**config.mk**
```make
export PLATFORM = sky130hd
export DESIGN_NAME = sprite_palette_encoder_flat
export DESIGN_NICKNAME = d
export VERILOG_FILES = /design/src/rtl/sprite_palette_encoder_if.sv /design/src/rtl/sprite_palette_encoder.sv /design/src/flat_wrapper.sv
export SDC_FILE = /design/constraint.sdc
export NUM_CORES = 1
export LEC_CHECK = 0
export CORE_MARGIN = 2
export CORE_UTILIZATION = 50
export DETAILED_ROUTE_END_ITERATION = 7
export GPL_TIMING_DRIVEN = 0
export PLACE_DENSITY = 0.72
export SLEW_MARGIN = 0
export SYNTH_ARGS = -nofsm -noshare
export SYNTH_HDL_FRONTEND = slang
export SYNTH_SLANG_ARGS = --single-unit
```
**constraint.sdc**
```tcl
create_clock -name Clk -period 5.2 [get_ports Clk]
set_input_delay 0.78 -clock Clk [delete_from_list [all_inputs] [get_ports Clk]]
set_output_delay 0.78 -clock Clk [all_outputs]
set_load 0.02 [all_outputs]
```
**src/rtl/sprite_palette_encoder_if.sv**
```systemverilog
// Pixel-stream, palette-write and sprite-RAM write bundle
// for the sprite palette encoder.
interface sprite_palette_encoder_if #(
  parameter int ADDR_W = 9,
  parameter int IDX_W  = 4
);
  logic              start;
  logic              pix_valid;
  logic [23:0]       pix_rgb;
  logic              pix_ready;
  logic              pal_we;
  logic [IDX_W-1:0]  pal_wr_idx;
  logic [23:0]       pal_wr_color;
  logic              mem_we;
  logic [ADDR_W-1:0] mem_addr;
  logic [IDX_W-1:0]  mem_wdata;
  logic              busy;
  logic              done;
  logic              err;
  logic [ADDR_W-1:0] err_addr;
  logic [ADDR_W:0]   miss_count;

  modport slave (
    input  start, pix_valid, pix_rgb,
    input  pal_we, pal_wr_idx, pal_wr_color,
    output pix_ready, mem_we, mem_addr,
    output mem_wdata, busy, done, err,
    output err_addr, miss_count
  );

  modport master (
    output start, pix_valid, pix_rgb,
    output pal_we, pal_wr_idx, pal_wr_color,
    input  pix_ready, mem_we, mem_addr,
    input  mem_wdata, busy, done, err,
    input  err_addr, miss_count
  );
endinterface

```
**src/rtl/sprite_palette_encoder.sv**
```systemverilog
// RGB pixel stream -> palette index writer for sprite RAM.
// Option: SPRITE_ENC_ABORT_ON_MISS_EN stops the frame on a miss.
module sprite_palette_encoder #(
  parameter int NUM_PIXELS = 400,
  parameter int ADDR_W     = 9,
  parameter int IDX_W      = 4,
  parameter int PAL_SIZE   = 5
) (
  input logic Clk,
  input logic Reset_n,
  sprite_palette_encoder_if.slave bus
);

`ifdef SPRITE_ENC_ABORT_ON_MISS_EN
  localparam bit AbortOnMiss = 1'b1;
`else
  localparam bit AbortOnMiss = 1'b0;
`endif

  typedef enum logic [1:0] {
    S_IDLE,
    S_LOAD,
    S_FLUSH,
    S_DONE
  } state_e;

  state_e            state_q;
  logic [ADDR_W-1:0] cnt_q;
  logic              ready_q;
  logic              busy_q;
  logic              done_q;
  logic              we_q;
  logic [ADDR_W-1:0] addr_q;
  logic [IDX_W-1:0]  wdata_q;
  logic              err_q;
  logic [ADDR_W-1:0] err_addr_q;
  logic [ADDR_W:0]   miss_q;
  logic [23:0]       pal_q [PAL_SIZE];

  logic              hit;
  logic [IDX_W-1:0]  hit_idx;
  logic              last;
  logic [ADDR_W:0]   miss_inc;

  function automatic logic [23:0] pal_rst(input int i);
    case (i)
      0:       return 24'h800080;
      1:       return 24'h000000;
      2:       return 24'hE75A10;
      3:       return 24'hFFA542;
      4:       return 24'h8C1000;
      default: return 24'h000000;
    endcase
  endfunction

  // Descending scan so the lowest matching index is left last.
  always_comb begin
    hit     = 1'b0;
    hit_idx = '0;
    for (int i = PAL_SIZE - 1; i >= 0; i--) begin
      if (bus.pix_rgb == pal_q[i]) begin
        hit     = 1'b1;
        hit_idx = IDX_W'(i);
      end
    end
  end

  assign last     = (cnt_q == ADDR_W'(NUM_PIXELS - 1));
  assign miss_inc = (&miss_q) ? miss_q : miss_q + 1'b1;

  always_ff @(posedge Clk or negedge Reset_n) begin
    if (!Reset_n) begin
      for (int i = 0; i < PAL_SIZE; i++) begin
        pal_q[i] <= pal_rst(i);
      end
    end else if (bus.pal_we && !busy_q) begin
      for (int i = 0; i < PAL_SIZE; i++) begin
        if (bus.pal_wr_idx == IDX_W'(i)) begin
          pal_q[i] <= bus.pal_wr_color;
        end
      end
    end
  end

  always_ff @(posedge Clk or negedge Reset_n) begin
    if (!Reset_n) begin
      state_q    <= S_IDLE;
      cnt_q      <= '0;
      ready_q    <= 1'b0;
      busy_q     <= 1'b0;
      done_q     <= 1'b0;
      we_q       <= 1'b0;
      addr_q     <= '0;
      wdata_q    <= '0;
      err_q      <= 1'b0;
      err_addr_q <= '0;
      miss_q     <= '0;
    end else begin
      we_q <= 1'b0;
      unique case (state_q)
        S_IDLE, S_DONE: begin
          if (bus.start) begin
            state_q    <= S_LOAD;
            ready_q    <= 1'b1;
            busy_q     <= 1'b1;
            done_q     <= 1'b0;
            cnt_q      <= '0;
            err_q      <= 1'b0;
            err_addr_q <= '0;
            miss_q     <= '0;
          end
        end
        S_LOAD: begin
          if (bus.pix_valid) begin
            if (!hit) begin
              miss_q <= miss_inc;
              if (!err_q) begin
                err_q      <= 1'b1;
                err_addr_q <= cnt_q;
              end
            end
            if (AbortOnMiss && !hit) begin
              state_q <= S_DONE;
              ready_q <= 1'b0;
              busy_q  <= 1'b0;
              done_q  <= 1'b1;
            end else begin
              // Misses fall through here with hit_idx = 0.
              we_q    <= 1'b1;
              addr_q  <= cnt_q;
              wdata_q <= hit_idx;
              if (last) begin
                state_q <= S_FLUSH;
                ready_q <= 1'b0;
              end else begin
                cnt_q <= cnt_q + 1'b1;
              end
            end
          end
        end
        S_FLUSH: begin
          state_q <= S_DONE;
          busy_q  <= 1'b0;
          done_q  <= 1'b1;
        end
      endcase
    end
  end

  assign bus.pix_ready  = ready_q;
  assign bus.mem_we     = we_q;
  assign bus.mem_addr   = addr_q;
  assign bus.mem_wdata  = wdata_q;
  assign bus.busy       = busy_q;
  assign bus.done       = done_q;
  assign bus.err        = err_q;
  assign bus.err_addr   = err_addr_q;
  assign bus.miss_count = miss_q;

endmodule

```
**src/flat_wrapper.sv**
```systemverilog
// flat-port wrapper written by rule: the top's interface ports become plain ports
module sprite_palette_encoder_flat 
#(
  parameter int NUM_PIXELS = 400,
  parameter int ADDR_W     = 9,
  parameter int IDX_W      = 4,
  parameter int PAL_SIZE   = 5
)
  (Clk, Reset_n, bus_start, bus_pix_valid, bus_pix_rgb, bus_pal_we, bus_pal_wr_idx, bus_pal_wr_color, bus_pix_ready, bus_mem_we, bus_mem_addr, bus_mem_wdata, bus_busy, bus_done, bus_err, bus_err_addr, bus_miss_count);
  sprite_palette_encoder_if #(.ADDR_W(ADDR_W), .IDX_W(IDX_W)) bus_i ();
  input logic Clk;
  input logic Reset_n;
  input wire logic [$bits(bus_i.start)-1:0] bus_start;
  input wire logic [$bits(bus_i.pix_valid)-1:0] bus_pix_valid;
  input wire logic [$bits(bus_i.pix_rgb)-1:0] bus_pix_rgb;
  input wire logic [$bits(bus_i.pal_we)-1:0] bus_pal_we;
  input wire logic [$bits(bus_i.pal_wr_idx)-1:0] bus_pal_wr_idx;
  input wire logic [$bits(bus_i.pal_wr_color)-1:0] bus_pal_wr_color;
  output wire logic [$bits(bus_i.pix_ready)-1:0] bus_pix_ready;
  output wire logic [$bits(bus_i.mem_we)-1:0] bus_mem_we;
  output wire logic [$bits(bus_i.mem_addr)-1:0] bus_mem_addr;
  output wire logic [$bits(bus_i.mem_wdata)-1:0] bus_mem_wdata;
  output wire logic [$bits(bus_i.busy)-1:0] bus_busy;
  output wire logic [$bits(bus_i.done)-1:0] bus_done;
  output wire logic [$bits(bus_i.err)-1:0] bus_err;
  output wire logic [$bits(bus_i.err_addr)-1:0] bus_err_addr;
  output wire logic [$bits(bus_i.miss_count)-1:0] bus_miss_count;
  assign bus_i.start = bus_start;
  assign bus_i.pix_valid = bus_pix_valid;
  assign bus_i.pix_rgb = bus_pix_rgb;
  assign bus_i.pal_we = bus_pal_we;
  assign bus_i.pal_wr_idx = bus_pal_wr_idx;
  assign bus_i.pal_wr_color = bus_pal_wr_color;
  assign bus_pix_ready = bus_i.pix_ready;
  assign bus_mem_we = bus_i.mem_we;
  assign bus_mem_addr = bus_i.mem_addr;
  assign bus_mem_wdata = bus_i.mem_wdata;
  assign bus_busy = bus_i.busy;
  assign bus_done = bus_i.done;
  assign bus_err = bus_i.err;
  assign bus_err_addr = bus_i.err_addr;
  assign bus_miss_count = bus_i.miss_count;
  sprite_palette_encoder #(.NUM_PIXELS(NUM_PIXELS), .ADDR_W(ADDR_W), .IDX_W(IDX_W), .PAL_SIZE(PAL_SIZE)) u_core (.Clk(Clk), .Reset_n(Reset_n), .bus(bus_i));
endmodule
```
==> out/summary.md <==
The run finished with clean final reports. The worst setup path is launched from a primary input. The clock tree synthesis step divided the H-tree into 4 levels. For the worst setup path, the data required time is 5.51 ns. The final setup violation count was 0. After synthesis, the netlist uses 48 different library cells. After detailed routing, the total wire length is 19000 um. The number of vias after detailed routing was 5318.

The number of endpoints with negative hold slack in the final report came out at 0. The maximum ir drop on the vdd rail is 0.000272 V, and the largest fanout on the critical path is 9. The placement-stage worst setup slack was 1.90 ns. The tools report the clock root buffer as clkbuf_16. Summed over all layers, the global routing overflow is 0. Remaining routing DRC violations: 0. The die covers 0.0176 sq mm.

Of the total synthesized cell area, the portion taken by full adders, half adders and majority gates is 0.756%. The floorplan die height is 133 um, and the final max-slew violation count is 0. For this configuration, the core starts out at a cell density of 50.4%. On the final layout, the worst clock skew is 0.0101 ns. In the detailed route, the total length drawn on met2 is 9880 um. The data arrival time of the critical path was 3.14 ns. Class of the worst hold path: in2async.

After routing the design area is 0.00993 sq mm. The critical path class was in2reg. The actual slew at the worst max-slew pin works out to 0.858 ns. Entering global routing, the biggest net connects 121 pins.

The run gives 2 as the deepest clock path buffer count. For this design the static power due to leakage is 4.32 nW. The count of buffers added by post-CTS timing repair for setup was 0; the mux share of post-synthesis cell area was 17.7%. The total half-perimeter wirelength after legalization and detailed placement is 14000 um, and the clock sink count is 167.

The logs give 803 um for the routed length on met3 and 7910 um for the detailed-routing wirelength on met1. Dividing the detail-routed wire length by the instance count gives 19.6 um. Synthesis handed over a netlist of 652 instances. After detailed placement, the total cell area comes to 0.00926 sq mm.

In this run the core area contains 47 standard-cell rows. TritonCTS built the clock tree. The tools report the global router's overall resource usage as 23.0%. Leaving out fill and tap cells, the most frequent cell in the layout is dfrtp_1. Highest clock rate: 354 MHz. The first-pass GRT wire length is 30900 um.

Routability-driven placement finished with a final weighted congestion of 0.826. After clock tree synthesis, the repair step resized 0 gates. On the final layout, the worst hold slack is 0.247 ns.

The filler-free cell count of the finished design came out at 973. The synthesized netlist devotes 8.23% of its cell area to simple gates. The power per standard cell area came out at 504 mW/mm^2.

After detailed routing, the number of vias per cell comes to 5.47. After filler insertion, the fill cell instance count of the layout stands at 1280. The count of state elements after synthesis was 167; the residual antenna-violating net count after detailed routing was 0. The tools report the critical path endpoint category as a flop. The main combinational cell family by area after synthesis was multiplexers.

Area growth from synthesis to layout: 20.0%. In this run the top signal layer used is met4. The tools report the register area share after synthesis as 51.0%. The run gives 4 as the total iterations of the first detailed-routing run. X dimension of the die: 133 um. Across the run, the number of max-cap violations was 0. For the number of antenna violations at the first check in global routing, the log shows 0.

The number of enable-type register cells in the synthesized netlist works out to 0. Post-synthesis compound-gate area fraction: 4.37%. In the finished design, the share of the clock period the worst path needs comes to 54.3%.

The relative slew slack came out at 42.8%. In the layout the commonest cells are 136 x dfrtp_1, 130 x mux2_2, 76 x xnor2_1, 67 x clkdlybuf4s50_1, 46 x xor2_1. The number of nets in the layout came out at 802.

Setup repair after global routing left no endpoint under its margin. In the synthesized netlist the async set-or-reset flop fraction comes to 100%. The share of cells above drive strength 1 was 31.6%. The tools report the number of buffers inserted for hold repair after clock tree synthesis as 0.

For the number of nets produced by synthesis, the log shows 714. Clock latency on the worst-skew pair, taken at its later pin, is 0.43 ns. For this block, the initial DRC count from the detailed router was 332. The mean instance size in the synthesized netlist works out to 12.7 sq um. In this run, CTS created clock tree buffers numbering 17. The run gives 0 as the total number of yosys warnings. Number of top-level pins: 94. After clock tree synthesis, the clock-pin slew on the worst setup and hold paths is 0.06 ns. 0 antenna diodes ended up in the layout. The core region is 0.0164 sq mm. The number of input and output port buffers inserted is 68, and the final critical delay including setup and external delays is 2.82 ns. Post-synthesis cell area: 0.00827 sq mm. In the synthesized netlist the dominant register cell turns out to be dfrtp_1.

The xor and xnor fraction of the mapped netlist area is 13.9%, and the final total negative setup slack is 0 ns. The logs give 5702 for the via count of the first global-routing pass and 941 for the placed instance count. The worst path meets setup with 2.38 ns of slack.
## kinds of logic (layout without fill, tap and decap cells)
kind of cell | count (synthesis) | count (layout)
flip-flops | 167 | 167
XOR/XNOR | 127 | 127
adder cells (fa/ha/maj) | 5 | 5
other | 1 | 1
multiplexers | 130 | 130
buffers and inverters | 49 | 150
AND/OR/NAND/NOR | 123 | 123
AO/OA/AOI/OAI | 50 | 50
## area by class of cell
cell class,instances,area [sq um],area share (%)
plain buffers,42,308,3.10
clock buffers,21,470,4.74
clock inverters,11,193,1.94
inverters,7,26.3,0.265
multi-input cells,436,3720,37.5
flip-flops and latches,167,4220,42.5
well taps,220,275,2.77
repair buffers,69,713,7.19
## metrics by stage
| stage | util (%) | power, mW |
|---|---|---|
| floorplan | - | 3.14 |
| global placement | 56.3 | 3.52 |
| detailed placement | 56.5 | 3.61 |
| CTS | 60.5 | 5.03 |
| global route | 60.5 | 5.25 |
| finish | 60.5 | 5.00 |
## routing by layer
layer  up-vias  global-route usage (%)
met4         0                    8.84
met2       127                    39.9
met5         -                       0
li1       2462                       -
met3        28                    4.41
met1      2701                    28.5
## worst paths after layout
kind	startpoint	to	slack (ns)	cells past startpoint
max in group asynchronous	Reset_n	u_core.pal_q[38]	4.03	2
setup reg to reg	u_core.pal_q[66]	u_core.bus.err_addr[0]	2.40	9
setup / recovery	bus_pix_rgb[15]	u_core.bus.err_addr[0]	2.38	10
hold reg to reg	u_core.bus.mem_wdata[0]	u_core.bus.mem_wdata[0]	0.49	2
min in group Clk	u_core.bus.mem_wdata[0]	u_core.bus.mem_wdata[0]	0.49	2
hold / removal	Reset_n	u_core.cnt_q[4]	0.25	1
## flip-flops by register name (all words and copies together) (netlist names)
name and flops:
u_core.pal_q 120, u_core.bus.miss_count 10, u_core.bus.err_addr 9, u_core.bus.mem_addr 9, u_core.cnt_q 9, u_core.bus.mem_wdata 3, u_core.state_q 2, u_core.bus.busy 1
u_core.bus.done 1, u_core.bus.err 1, u_core.bus.mem_we 1, u_core.bus.pix_ready 1
## cell usage after synthesis (all sizes together), types with 15 or more instances
master | number | area (sq um)
nor4 | 15 | 93.8
nand2 | 21 | 78.8
xor2 | 46 | 403
dfrtp | 136 | 3400
dfstp | 31 | 815
xnor2 | 81 | 747
nor2 | 22 | 85.1
mux2 | 130 | 1460
clkbuf | 15 | 56.3
buf | 27 | 251
o21ai | 15 | 78.8
nand3 | 15 | 75.1
nand4 | 24 | 165
## report_power, final
group | switching [mW] | internal [mW]
clock | 0.516 | 0.892
sequential | 0.333 | 1.83
combinational | 0.669 | 0.766
total | 1.52 | 3.48
## worst max-delay path, cell delays in order
cell     delay (ns)
buf_2          0.15
xnor2_1        0.35
nand4_1        0.14
nor4_1         0.50
nand3_1        0.32
nand4_4        0.28
nor2b_4        0.08
and3b_1        0.18
buf_6          0.14
a22o_1         0.23
(Power assumes the default switching activity.)
